## config.mk

```make
export PLATFORM = sky130hd
export DESIGN_NAME = mem_port_arbiter
export DESIGN_NICKNAME = d
export VERILOG_FILES = /design/src/rtl/cpu_pkg.sv /design/src/rtl/arb_watchdog.sv /design/src/rtl/mem_port_arbiter.sv
export SDC_FILE = /design/constraint.sdc
export NUM_CORES = 1
export LEC_CHECK = 0
export ABC_AREA = 1
export ABC_CLOCK_PERIOD_IN_PS = 4800
export BUFFER_PORTS_ARGS = -buffer_cell sky130_fd_sc_hd__buf_2
export CORE_AREA = 4 4 147 149
export DETAILED_ROUTE_END_ITERATION = 10
export DIE_AREA = 0 0 151 153
export SLEW_MARGIN = 15
export SYNTH_ARGS = -nofsm -noshare
export SYNTH_HDL_FRONTEND = slang
export SYNTH_SLANG_ARGS = --single-unit
export TNS_END_PERCENT = 30
```

## constraint.sdc

```tcl
create_clock -name clk -period 4.8 [get_ports clk]
set_clock_uncertainty 0.1 [all_clocks]
set_input_delay 0.48 -clock clk [delete_from_list [all_inputs] [get_ports clk]]
set_output_delay 0.48 -clock clk [all_outputs]
set_load 0.02 [all_outputs]
```

## src/rtl/cpu_pkg.sv

```systemverilog
// Shared constants for the CPU-side memory arbitration logic.
package cpu_pkg;

  localparam logic [1:0] ARB_IDLE    = 2'd0;
  localparam logic [1:0] ARB_BUSY    = 2'd1;
  localparam logic [1:0] ARB_RELEASE = 2'd2;

  localparam logic GRANT_FETCH = 1'b0;
  localparam logic GRANT_DATA  = 1'b1;

  localparam int DEFAULT_ADDR_W = 25;

endpackage

```

## src/rtl/arb_watchdog.sv

```systemverilog
// Busy-cycle counter that flags a memory transaction that never completes.
module arb_watchdog #(
  parameter int TIMEOUT = 4096
) (
  input  logic clk,
  input  logic rst,
  input  logic clear,
  input  logic enable,
  output logic expired
);

  localparam int CW = (TIMEOUT > 2) ? $clog2(TIMEOUT) : 1;
  localparam logic [CW-1:0] LAST = (TIMEOUT > 0) ? CW'(TIMEOUT - 1) : '0;

  logic [CW-1:0] count;

  always_ff @(posedge clk) begin
    if (rst || clear) begin
      count <= '0;
    end else if (enable) begin
      count <= count + 1'b1;
    end
  end

  // TIMEOUT of zero disables expiry entirely; the counter may wrap harmlessly.
  assign expired = (TIMEOUT != 0) && enable && (count == LAST);

endmodule

```

## src/rtl/mem_port_arbiter.sv

```systemverilog
// Round-robin arbiter sharing the SPI memory engine between fetch and load/store.
//
// state       | meaning
// ARB_IDLE    | waiting for a request; arbitrates and latches the command
// ARB_BUSY    | mem_start high, waiting for mem_done or watchdog expiry
// ARB_RELEASE | mem_start low, waiting for the engine to drop mem_done
module mem_port_arbiter
  import cpu_pkg::*;
#(
  parameter int ADDR_W  = DEFAULT_ADDR_W,
  parameter int TIMEOUT = 4096
) (
  input  logic              clk,
  input  logic              rst,
  input  logic              f_req,
  input  logic [ADDR_W-1:0] f_addr,
  input  logic [2:0]        f_num_bytes,
  output logic              f_ack,
  output logic              f_err,
  output logic [31:0]       f_rdata,
  input  logic              d_req,
  input  logic              d_we,
  input  logic [ADDR_W-1:0] d_addr,
  input  logic [2:0]        d_num_bytes,
  input  logic [31:0]       d_wdata,
  output logic              d_ack,
  output logic              d_err,
  output logic [31:0]       d_rdata,
  output logic              mem_start,
  output logic              mem_is_write,
  output logic [ADDR_W-1:0] mem_addr,
  output logic [2:0]        mem_num_bytes,
  output logic [31:0]       mem_wdata,
  input  logic              mem_done,
  input  logic [31:0]       mem_rdata,
  output logic              busy,
  output logic              grant
);

  logic [1:0] state;
  logic       last_grant;
  logic       pick_data;
  logic       wd_expired;

  // On a tie the port that did not win last time goes first.
  assign pick_data = d_req && (!f_req || (last_grant == GRANT_FETCH));
  assign busy      = (state != ARB_IDLE);

  arb_watchdog #(
    .TIMEOUT (TIMEOUT)
  ) u_watchdog (
    .clk     (clk),
    .rst     (rst),
    .clear   (state != ARB_BUSY),
    .enable  (state == ARB_BUSY),
    .expired (wd_expired)
  );

  always_ff @(posedge clk) begin
    if (rst) begin
      state         <= ARB_IDLE;
      last_grant    <= GRANT_DATA;
      grant         <= GRANT_FETCH;
      mem_start     <= 1'b0;
      mem_is_write  <= 1'b0;
      mem_addr      <= '0;
      mem_num_bytes <= '0;
      mem_wdata     <= '0;
      f_ack         <= 1'b0;
      f_err         <= 1'b0;
      f_rdata       <= '0;
      d_ack         <= 1'b0;
      d_err         <= 1'b0;
      d_rdata       <= '0;
    end else begin
      f_ack <= 1'b0;
      f_err <= 1'b0;
      d_ack <= 1'b0;
      d_err <= 1'b0;
      case (state)
        ARB_IDLE: begin
          if (f_req || d_req) begin
            grant         <= pick_data;
            mem_is_write  <= pick_data & d_we;
            mem_addr      <= pick_data ? d_addr : f_addr;
            mem_num_bytes <= pick_data ? d_num_bytes : f_num_bytes;
            mem_wdata     <= pick_data ? d_wdata : '0;
            mem_start     <= 1'b1;
            state         <= ARB_BUSY;
          end
        end
        ARB_BUSY: begin
          // Completion takes priority over a same-edge watchdog expiry.
          if (mem_done) begin
            if (grant == GRANT_DATA) begin
              d_ack   <= 1'b1;
              d_rdata <= mem_rdata;
            end else begin
              f_ack   <= 1'b1;
              f_rdata <= mem_rdata;
            end
            mem_start  <= 1'b0;
            last_grant <= grant;
            state      <= ARB_RELEASE;
          end else if (wd_expired) begin
            if (grant == GRANT_DATA) begin
              d_ack   <= 1'b1;
              d_err   <= 1'b1;
              d_rdata <= '0;
            end else begin
              f_ack   <= 1'b1;
              f_err   <= 1'b1;
              f_rdata <= '0;
            end
            mem_start <= 1'b0;
            state     <= ARB_RELEASE;
          end
        end
        ARB_RELEASE: begin
          if (!mem_done) begin
            state <= ARB_IDLE;
          end
        end
        default: begin
          state     <= ARB_IDLE;
          mem_start <= 1'b0;
        end
      endcase
    end
  end

endmodule

```

=== Yosys cells after proc, flatten, opt, wreduce, memory -nomap -nowiden ===
Cells that the tools add are included.

* Bits of input ports: 126
* Register bits: 146
* Output and inout port bits: 132

* Bitwise gates (word level): 5
* Equality and inequality tests: 7
* Reductions and logical operators: 17
* Muxes and demuxes: 26
* Add/sub/neg operators: 1

{| class="wikitable"
|+ Operators with widths
! kind !! number
|-
| $mux W32 || 9
|-
| $mux W25 || 1
|-
| $add A12 B1 Y12 const B || 1
|-
| $eq A12 B12 Y1 const B || 1
|-
| $reduce_and A3 Y1 || 4
|-
| $mux W1 || 9
|-
| $mux W2 || 4
|-
| $pmux W2 S3 || 1
|-
| $ne A2 B2 Y1 const B || 2
|-
| $not A1 Y1 || 4
|-
| $reduce_and A2 Y1 || 2
|-
| $reduce_bool A2 Y1 || 2
|-
| $logic_or A1 B1 Y1 || 3
|-
| $mux W3 || 1
|-
| $ne A3 B3 Y1 const B || 1
|-
| $pmux W1 S3 || 1
|-
| $reduce_or A3 Y1 || 1
|-
| $eq A2 B1 Y1 const B || 1
|-
| $eq A2 B2 Y1 const B || 1
|-
| $logic_and A1 B1 Y1 || 2
|-
| $logic_not A2 Y1 || 1
|-
| $ne A2 B1 Y1 const B || 1
|-
| $reduce_or A2 Y1 || 1
|-
| $and A1 B1 Y1 || 1
|-
| $logic_not A1 Y1 || 1
|}

=== Longest topological paths before layout ===
Gate-level depths: netlist (run 1).

* Depth after elaboration: 5
* Depth in mapped cells: 11
* Gate-level depth less buffers: 10

=== By module ===
A second synthesis (run 1) with hierarchy kept.

* Cells, all modules: 805
* Area total of the unflattened synthesis: 5,939.4 µm²

{| class="wikitable"
|+ Modules (own cells, without submodules)
! module !! area an instance (µm²) !! instances !! cells each !! sequential area each (µm²)
|-
| mem_port_arbiter || 5,323.9 || 1 || 718 || 2,682.6
|-
| arb_watchdog || 615.6 || 1 || 87 || 240.2
|}

=== Worst setup path after synthesis (run 1) ===
Ideal clock, no wire load.

* Path type: input -> register
* Start point: input port mem_done
* End point: register f_rdata[25]
* Arrival: 1.479 ns
* Stages: 7
* Required time: 4.636 ns
* Slack: 3.157 ns
* Setup time: 0.064 ns
* Path buffers: 3
* Path through: clkbuf_1 > inv_1 > a21oi_4 > buf_6 > buf_4 > a21oi_1 > nor2_1

* Cells in the longest elaborated chain, start to end: 2
* Elaborated cells on any way between the ends: 3
* Those cells by class: 1 x mux; 2 x reduce/logical

{| class="wikitable"
|+ Ends and longest elaborated chain
! what !! line !! RTL
|-
| start: declaration || mem_port_arbiter.sv:34 || <nowiki>input logic mem_done,</nowiki>
|-
| $reduce_bool A2 Y1 (no line) || - ||
|-
| $reduce_and A3 Y1 (no line) || - ||
|-
| end signal: assignment || mem_port_arbiter.sv:100 || <nowiki>f_rdata <= mem_rdata;</nowiki>
|-
| end: declaration || mem_port_arbiter.sv:20 || <nowiki>output logic [31:0] f_rdata,</nowiki>
|}

Several ways; a longest one is shown, not always the timed one.
A chain may end at the register's enable or synchronous reset.

=== Final worst setup path (run 1) ===
* Start point: register u_watchdog.count[0]
* End point: register d_rdata[7]

* Cells in the longest elaborated chain, start to end: 4

{| class="wikitable"
|+ Ends and longest elaborated chain
! what !! line !! RTL
|-
| start: declaration || arb_watchdog.sv:15 || <nowiki>logic [CW-1:0] count;</nowiki>
|-
| start signal: assignment || arb_watchdog.sv:21 || <nowiki>count <= count + 1'b1;</nowiki>
|-
| $eq A12 B12 Y1 || arb_watchdog.sv:26 || <nowiki>assign expired = (TIMEOUT != 0) && enable && (count == LAST);</nowiki>
|-
| $logic_and A1 B1 Y1 || arb_watchdog.sv:26 ||
|-
| $reduce_bool A2 Y1 (no line) || - ||
|-
| $reduce_and A3 Y1 (no line) || - ||
|-
| end signal: assignment || mem_port_arbiter.sv:97 || <nowiki>d_rdata <= mem_rdata;</nowiki>
|-
| end: declaration || mem_port_arbiter.sv:28 || <nowiki>output logic [31:0] d_rdata,</nowiki>
|}

Every way passes these cells.

==> results.cfg, run 1 <==
[status]
status = finished, final reports clean

[logic_synthesis]
yosysMostFrequentCell = nand2_1
yosysTopAreaCellShare_pct = 48.99
yosysWarnings = 0
syn_area_sq_um = 5966
synth-seq-cells = 146
ys_types = 30
synth-edff-count = 0
postSynthAreaPerCell_sq_um = 7.196
yosys-top-cells-area = dfxtp_1 49%, nand2_1 14%, a21oi_1 7.8%, nand3_1 7.7%, nor2_1 6.0%
dominantRegCellSynth = dfxtp_1
syn_inst = 829
ys_top_cells_by_count = 217 x nand2_1, 146 x dfxtp_1, 96 x nor2_1
async_reset_ff_share_pct = 0
synth_largest_area_cell = dfxtp_1
yosysSeqAreaShare_pct = 48.99
synth_fp_nets = 956

[route]
avgViaCountPerCell = 4.620
vias = 6159
avgRoutedWirePerCell_um = 14.16
firstDrtPassIters = 4
drc = 0
routed_wl_um = 18870
drt_iter0_drc = 273
postRouteAntennaNets = 0

[pwr]
p_seq_share_pct = 41.7
p_int_mw = 2.188
total_power_mw = 3.155
clockPowerShare_pct = 43.2
ir_drop_mv = 0.2116
powerDensity_nw_per_um2 = 394.7
combPwrFrac_pct = 15.2
switching_share_pct = 30.66
power.static_leakage_nw = 3.818
p_switching_uw = 967.3

[timing]
tns_ns = 0
max_freq_ghz = 0.3865
min_period_ns = 2.587
slew_violations = 0
worst_slew_pin_slew_ns = 1.059
worst_slack_ns = 2.213
fin_crit_sh_pct = 53.90
slew_headroom_pct = 29.28
hold_viol_final = 0
setup_viol = 0
rsz0062_at_grt = false

[placed_design]
port_buffers = 257
placed_cells = 1301
dpl.hpwl_um = 13070
gp_congestion = 0.7998
preCtsSetupSlack_ns = 1.941

[finish]
instances_no_fill = 1333
multiInputGateArea_sq_um = 2630
drive_gt1_share_pct = 29.44
diodes = 0
syn_to_final_growth_pct = 34.02
seqCellArea_sq_um = 2924
utilization_pct = 39.64
fin_nets = 1177
num-fill-cells = 2163

[min_path]
worst_hold_path.num_cells = 3
worstHoldPathType = input pin to register

[floorplan]
die_w_um = 151
die_h_um = 153
io_pins = 258
num_rows = 52
start_util_pct = 29.58
dieArea_sq_um = 23100
core_sq_um = 20170

[clock_network]
cts_buffers = 17
insertion_delay_ns = 0.41
clock-sinks = 146
ctsResizeCount = 0
tritoncts = done
ctsHoldBuffers = 0
clk_pin_slew_ns = 0.07
cts_setup_buffers = 0
htree_levels = 4
clockRootBuffer = clkbuf_16
clk_path_buf_depth = 2

[run]
maxCapViolations = 0

[global_route]
antenna_found_initial = 4
grt_pass1_wl_um = 29620
grt_usage_pct = 15.91
grt_overflow = 0
first_global_vias = 5793
grt_max_degree = 92

[setup_path]
path_class = register to register
crit_fanout = 35
reg2regPathDepth = 9
crit_required_ns = 5.00
cp_data_arrival_time_ns = 2.79
cp-end-kind = register
start_kind = register
cell usage in the layout (no fill, tap or decap), types with 3 or more instances in the layout:
cell         n
buf_2      257
nand2_1    217
dfxtp_1    145
nor2_1      95
a21oi_1     93
nand3_1     92
o21ai_0     32
inv_1       31
a31oi_1     30
clkbuf_16   17
buf_4        9
inv_8        5
inv_2        4
inv_6        4
nand4_1      3
clkinv_8     3
layer usage:
metal	part of all wire [%]	up-vias	track usage (%)
met5	0.25	-	0
met4	1.1	8	4.404
met3	11	20	6.752
met2	45	236	26.14
met1	42	2725	18.98
li1	-	3170	-
critical path, cell delays in order, from the launching register on:
cell and delay (ns):
dfxtp_1 0.36, ha_1 0.19, nand3_1 0.20, inv_1 0.14, nand3_2 0.11, a21oi_4 0.73
buf_4 0.37, nand3_1 0.12, nand2_1 0.10, nor2_1 0.04
final timing paths:
| check | startpoint | endpoint | slack (ns) |
|---|---|---|---|
| max | u_watchdog.count[0] | d_rdata[7] | 2.21 |
| min | d_wdata[4] | mem_wdata[4] | 0.22 |
| max reg2reg | u_watchdog.count[0] | d_rdata[7] | 2.21 |
| min reg2reg | u_watchdog.count[0] | u_watchdog.count[0] | 0.35 |
cells by family after synthesis:
| group | count (synthesis) | synth area share, % |
|---|---|---|
| AO/OA/AOI/OAI | 158 | 14.18 |
| XOR/XNOR | 2 | 0.2937 |
| buffers and inverters | 101 | 7.047 |
| flip-flops | 146 | 48.99 |
| AND/OR/NAND/NOR | 421 | 29.28 |
| adder cells (fa/ha/maj) | 1 | 0.2097 |
stage by stage:
step | hold WS [ns] | area, sq um
3_3_place_gp | 0.3320 | 7385
4_1_cts | 0.1984 | 7995
5_1_grt | 0.2053 | 7995
6_report | 0.2233 | 7995
2_1_floorplan | 0.3176 | 5966
3_5_place_dp | 0.3414 | 7385
power groups by stage:
stage / sequential [mW] / combinational (mW) / clock, mW
finish: 1.31 / 0.479 / 1.36
global route: 1.32 / 0.536 / 1.46
floorplan: 1.42 / 0.227 / 0
detailed placement: 1.34 / 0.485 / 0
CTS: 1.31 / 0.485 / 1.41
global placement: 1.34 / 0.485 / 0
flip-flops by register name, indices dropped and copies added (netlist names):
signal / cells
d_ack: 1
d_err: 1
d_rdata: 32
f_ack: 1
f_err: 1
f_rdata: 32
grant: 1
last_grant: 1
mem_addr: 25
mem_is_write: 1
mem_num_bytes: 3
mem_start: 1
mem_wdata: 32
state: 2
u_watchdog.count: 12
layout make-up:
cell class,count,area share [%]
inverters,37,1.737
flip-flops and latches,146,36.57
multi-input cells,582,32.90
clock inverters,15,2.316
repair buffers,266,16.93
well taps,270,4.225
clock buffers,17,5.321
No activity file was read; power rests on OpenSTA's default activity.
==> run 2: changes to the inputs <==
Settings changed: ABC_AREA 1 to 0, ABC_CLOCK_PERIOD_IN_PS 4800 to 2450, CORE_AREA 4 4 147 149 to 4 4 146 148, DIE_AREA 0 0 151 153 to 0 0 150 152.
Clock period 4.8 ns to 2.45 ns, I/O delays scaled along.
==> results.cfg, run 2 <==
[clock_network]
clock-sinks = 146
ctsResizeCount = 0
clk_pin_slew_ns = 0.06
clockRootBuffer = clkbuf_16
cts_buffers = 17
tritoncts = done
clk_path_buf_depth = 2
cts_setup_buffers = 0
insertion_delay_ns = 0.41
htree_levels = 4
ctsHoldBuffers = 33

[route]
postRouteAntennaNets = 0
avgRoutedWirePerCell_um = 15.37
drc = 0
drt_iter0_drc = 292
firstDrtPassIters = 7
vias = 5664
routed_wl_um = 18110
avgViaCountPerCell = 4.808

[timing]
setup_viol = 0
hold_viol_final = 0
rsz0062_at_grt = false
min_period_ns = 2.277
tns_ns = 0
max_freq_ghz = 0.4392
fin_crit_sh_pct = 92.93
slew_headroom_pct = 38.85
worst_slew_pin_slew_ns = 0.9152
slew_violations = 0

[global_route]
first_global_vias = 5510
antenna_found_initial = 1
grt_max_degree = 81
grt_pass1_wl_um = 29240
grt_overflow = 0
grt_usage_pct = 15.56

[pwr]
ir_drop_mv = 0.4352
power.static_leakage_nw = 3.606
powerDensity_nw_per_um2 = 720.0

[floorplan]
start_util_pct = 29.57
num_rows = 52
io_pins = 258
dieArea_sq_um = 22800
core_sq_um = 20040
die_w_um = 150
die_h_um = 152

[logic_synthesis]
ys_types = 48
synth-edff-count = 0
synth_top_family_by_area = compound AO/OA/AOI/OAI gates
postSynthAreaPerCell_sq_um = 9.288
ys_top_cells_by_count = 146 x dfxtp_1, 66 x a21oi_1, 42 x clkbuf_1
yosysSeqAreaShare_pct = 49.32
async_reset_ff_share_pct = 0
synth_adder_area_share_pct = 0.2111
yosysMostFrequentCell = dfxtp_1
yosysTopAreaCellShare_pct = 49.32
synth_xor_area_share_pct = 0.4434
syn_inst = 638
synth-seq-cells = 146
synth-compound-area-share_pct = 22.45
dominantRegCellSynth = dfxtp_1
synth_largest_area_cell = dfxtp_1
syn_area_sq_um = 5926
muxShareOfSynthArea_pct = 5.068
synthSimpleGateAreaFrac_pct = 16.74
synth_fp_nets = 765
yosysWarnings = 0
yosys-top-cells-area = dfxtp_1 49%, a21oi_1 5.6%, mux2i_1 5.1%, a31o_1 4.4%, nand3b_1 4.2%

[finish]
layout_common_cells = 256 x buf_2, 146 x dfxtp_1, 66 x a21oi_1
instances_no_fill = 1178
drive_gt1_share_pct = 35.06
mostFrequentLayoutCell = buf_2
top_regs = d_rdata: 32 flops, f_rdata: 32 flops, mem_wdata: 32 flops
syn_to_final_growth_pct = 40.39
fin_nets = 1021

[setup_path]
crit_fanout = 35
path_class = register to primary output
start_kind = register
cp_data_arrival_time_ns = 1.93
r2r-end = f_rdata[1]
r2r_start = state[0]
r2r_slack_ns = 0.38
crit_required_ns = 2.11
reg2regPathDepth = 3
cp-end-kind = primary output

[status]
status = finished, final reports clean

[placed_design]
placed_cells = 1112
port_buffers = 257
gp_congestion = 0.7871
dpl.hpwl_um = 12030

[min_path]
worstHoldPathType = input pin to register
holdCritStartpoint = rst
hold_path_end = last_grant
worst_hold_path.num_cells = 3

[run]
maxCapViolations = 0
## run 2: per-layer routing
layer / routed length (um) / vias up / global-route usage (%)
met5: 0 / - / 0
met4: 368 / 0 / 5.098
met3: 933 / 22 / 3.366
met2: 9145 / 156 / 26.74
met1: 7663 / 2640 / 19.27
li1: - / 2846 / -
## run 2: how the worst max path moves through the flow
stage,slack [ns],start,end
2_1_floorplan,0.61,grant,f_rdata[10]
3_3_place_gp,0.48,state[0],f_rdata[2]
3_5_place_dp,0.38,state[0],f_rdata[4]
4_1_cts,0.14,state[0],busy
5_1_grt,0.05,state[0],busy
6_report,0.17,state[0],busy
## run 2: cells by family (layout without fill, tap and decap cells)
kind of cell    Yosys count  after routing
other cells               0              1
compound gates          208            208
buf+inv                  79            348
mux                      30             30
flops                   146            146
fa+ha+maj                 1              1
simple gates            171            171
xor+xnor                  3              3
## run 2: power breakdown
part | switching [mW] | leakage, nW | total [mW] | internal [mW]
combinational | 0.601 | 2.15 | 0.987 | 0.386
sequential | 0.0716 | 1.19 | 2.58 | 2.51
clock | 1.10 | 0.269 | 2.42 | 1.32
total | 1.77 | 3.61 | 5.99 | 4.22
## run 2: layout make-up
| type | instances | area, sq um |
|---|---|---|
| Timing Repair Buffer | 305 | 1757 |
| Sequential cell | 146 | 2923 |
| Clock buffer | 17 | 425.4 |
| Multi-Input combinational cell | 413 | 2710 |
| Inverter | 11 | 41.29 |
| Clock inverter | 15 | 122.6 |
| Tap cell | 270 | 337.8 |
| Antenna cell | 1 | 2.502 |
| Fill cell | 2016 | 11720 |
## run 2: stage by stage
stage / area (sq um) / setup WS, ns / util [%] / total power [mW] / hold slack [ns]
2_1_floorplan: 5926 / 0.6126 / - / 3.216 / 0.2969
3_3_place_gp: 7438 / 0.4836 / 37.12 / 3.581 / 0.3469
3_5_place_dp: 7438 / 0.3802 / 37.12 / 3.586 / 0.3577
4_1_cts: 8317 / 0.1382 / 41.50 / 6.080 / 0.001577
5_1_grt: 8319 / 0.04767 / 41.51 / 6.289 / 0.01264
6_report: 8319 / 0.1731 / 41.51 / 5.990 / 0.01993
## run 2: critical path, stage by stage, from the launching register on
cell      delay [ns]
dfxtp_1         0.35
buf_4           0.18
nor2_4          0.34
clkinv_1        0.18
buf_4           0.27
buf_2           0.20
==> run 3: changes to the inputs <==
Settings changed: CORE_AREA 4 4 146 148 to 4 4 118 120, DIE_AREA 0 0 150 152 to 0 0 122 124, HOLD_SLACK_MARGIN from default to 0.03, PLACE_DENSITY from default to 0.78.
==> results.cfg, run 3 (synthesis gave the netlist of run 2 again) <==
[clock_network]
tritoncts = done
cts_buffers = 17
clockRootBuffer = clkbuf_16
clk_pin_slew_ns = 0.06
ctsResizeCount = 0
clk_path_buf_depth = 2
htree_levels = 4
clock-sinks = 146
insertion_delay_ns = 0.42

[global_route]
grt_usage_pct = 23.14
use_met1_pct = 27.69
grt_overflow = 0
grt_pass1_wl_um = 28010
first_global_vias = 5562
met3_usage_pct = 5.767
top_usage_layer = met2
antenna_found_initial = 1
grtUsageMet2_pct = 39.40
grt_max_degree = 65

[pwr]
total_power_mw = 6.055
power.static_leakage_nw = 3.732
powerDensity_nw_per_um2 = 713.0
ir_drop_mv = 0.4494

[setup_path]
reg2regPathDepth = 4
r2r_slack_ns = 0.47
path_buf_inv = 2
slowest_delay_ns = 0.40
start_kind = register
crit_fanout = 18
crit_required_ns = 2.11
path_cells = nor2_4, clkinv_1, buf_2
path_class = register to primary output
crit_family = buffers and inverters
r2r-end = f_rdata[3]
cpMaxStageDelayCell = dfxtp_1
cp_data_arrival_time_ns = 1.69
r2r_start = state[0]
cp-end-kind = primary output

[route]
firstDrtPassIters = 6
routed_wl_um = 18220
avgViaCountPerCell = 5.317
avgRoutedWirePerCell_um = 16.37
drc = 0
postRouteAntennaNets = 0
drt_iter0_drc = 557
vias = 5918

[floorplan]
die_w_um = 122
die_h_um = 124
start_util_pct = 45.65
core_sq_um = 12980
num_rows = 42
io_pins = 258
dieArea_sq_um = 15130

[placed_design]
placedInstanceArea_sq_um = 7315
gp_congestion = 0.7950
port_buffers = 257
dpl.hpwl_um = 11670
preCtsSetupSlack_ns = 0.4870

[finish]
layout_common_cells = 256 x buf_2, 146 x dfxtp_1, 66 x a21oi_1
multiInputGateArea_sq_um = 2696
seqCellArea_sq_um = 2923
utilization_pct = 65.42
design_area_sq_um = 8492
mostFrequentLayoutCell = buf_2
syn_to_final_growth_pct = 43.31
top_regs = d_rdata: 32 flops, f_rdata: 32 flops, mem_wdata: 32 flops
fin_nets = 1050
num-fill-cells = 1047
drive_gt1_share_pct = 33.76

[timing]
max_freq_ghz = 0.4923
slew_headroom_pct = 56.25
worst_slack_ns = 0.4187
tns_ns = 0
min_period_ns = 2.031
worst_slew_pin_slew_ns = 0.6562
hold_viol_final = 0
rsz0062_at_grt = false
fin_crit_sh_pct = 82.91
slew_violations = 0
setup_viol = 0

[status]
status = finished, final reports clean

[min_path]
worst_hold_path.num_cells = 3
holdCritStartpoint = mem_rdata[29]
worstHoldPathType = input pin to register
hold_path_end = f_rdata[29]

[run]
maxCapViolations = 0
run 3: changes by cell type in the layout (fill, tap and decap cells not counted), sizes merged:
cell         before  now
clkbuf           17   21
inv              17   12
bufinv            0    1
dlygate4sd3      33   61
buf             272  273
run 3: metrics by stage:
step,instances,hold slack (ns)
floorplan,638,0.2969
global placement,1019,0.3458
detailed placement,1019,0.3570
CTS,1112,0.03370
global route,1113,0.06636
finish,1113,0.05446
run 3: worst max-delay path by stage:
stage | start | endpoint | slack [ns] | cells after the start
2_1_floorplan | grant | f_rdata[10] | 0.61 | 5
3_3_place_gp | u_watchdog.count[0] | d_rdata[7] | 0.54 | 5
3_5_place_dp | state[0] | f_rdata[5] | 0.49 | 4
4_1_cts | state[1] | busy | 0.40 | 3
5_1_grt | state[1] | busy | 0.23 | 3
6_report | state[1] | busy | 0.42 | 3
run 3: area by class of cell:
| type | count | share of cell area [%] |
|---|---|---|
| Antenna cell | 1 | 0.02947 |
| Clock buffer | 21 | 5.422 |
| Clock inverter | 11 | 1.223 |
| Inverter | 11 | 0.4862 |
| Multi-Input combinational cell | 413 | 31.75 |
| Sequential cell | 146 | 34.42 |
| Tap cell | 176 | 2.593 |
| Timing Repair Buffer | 334 | 24.08 |
run 3: report_power, final:
group,switching [mW],total (mW),internal [mW]
clock,0.990,2.45,1.45
sequential,0.0770,2.59,2.51
combinational,0.609,1.02,0.412
total,1.68,6.05,4.38
run 3: tightest hold or removal path: stages:
cell,delay [ns]
buf_2,0.08
nand2b_1,0.07
o22ai_1,0.12
run 3: per-layer routing:
metal / up-vias / share of wire, %
li1: 2906 / -
met1: 2741 / 39
met2: 232 / 51
met3: 39 / 6.3
met4: 0 / 2.8
met5: - / 0
run 3: timing repair:
item | in CTS | in global routing
buffers inserted | 0 | 0
hold buffers | 61 | 0
hold endpoints to repair | 62 | 0
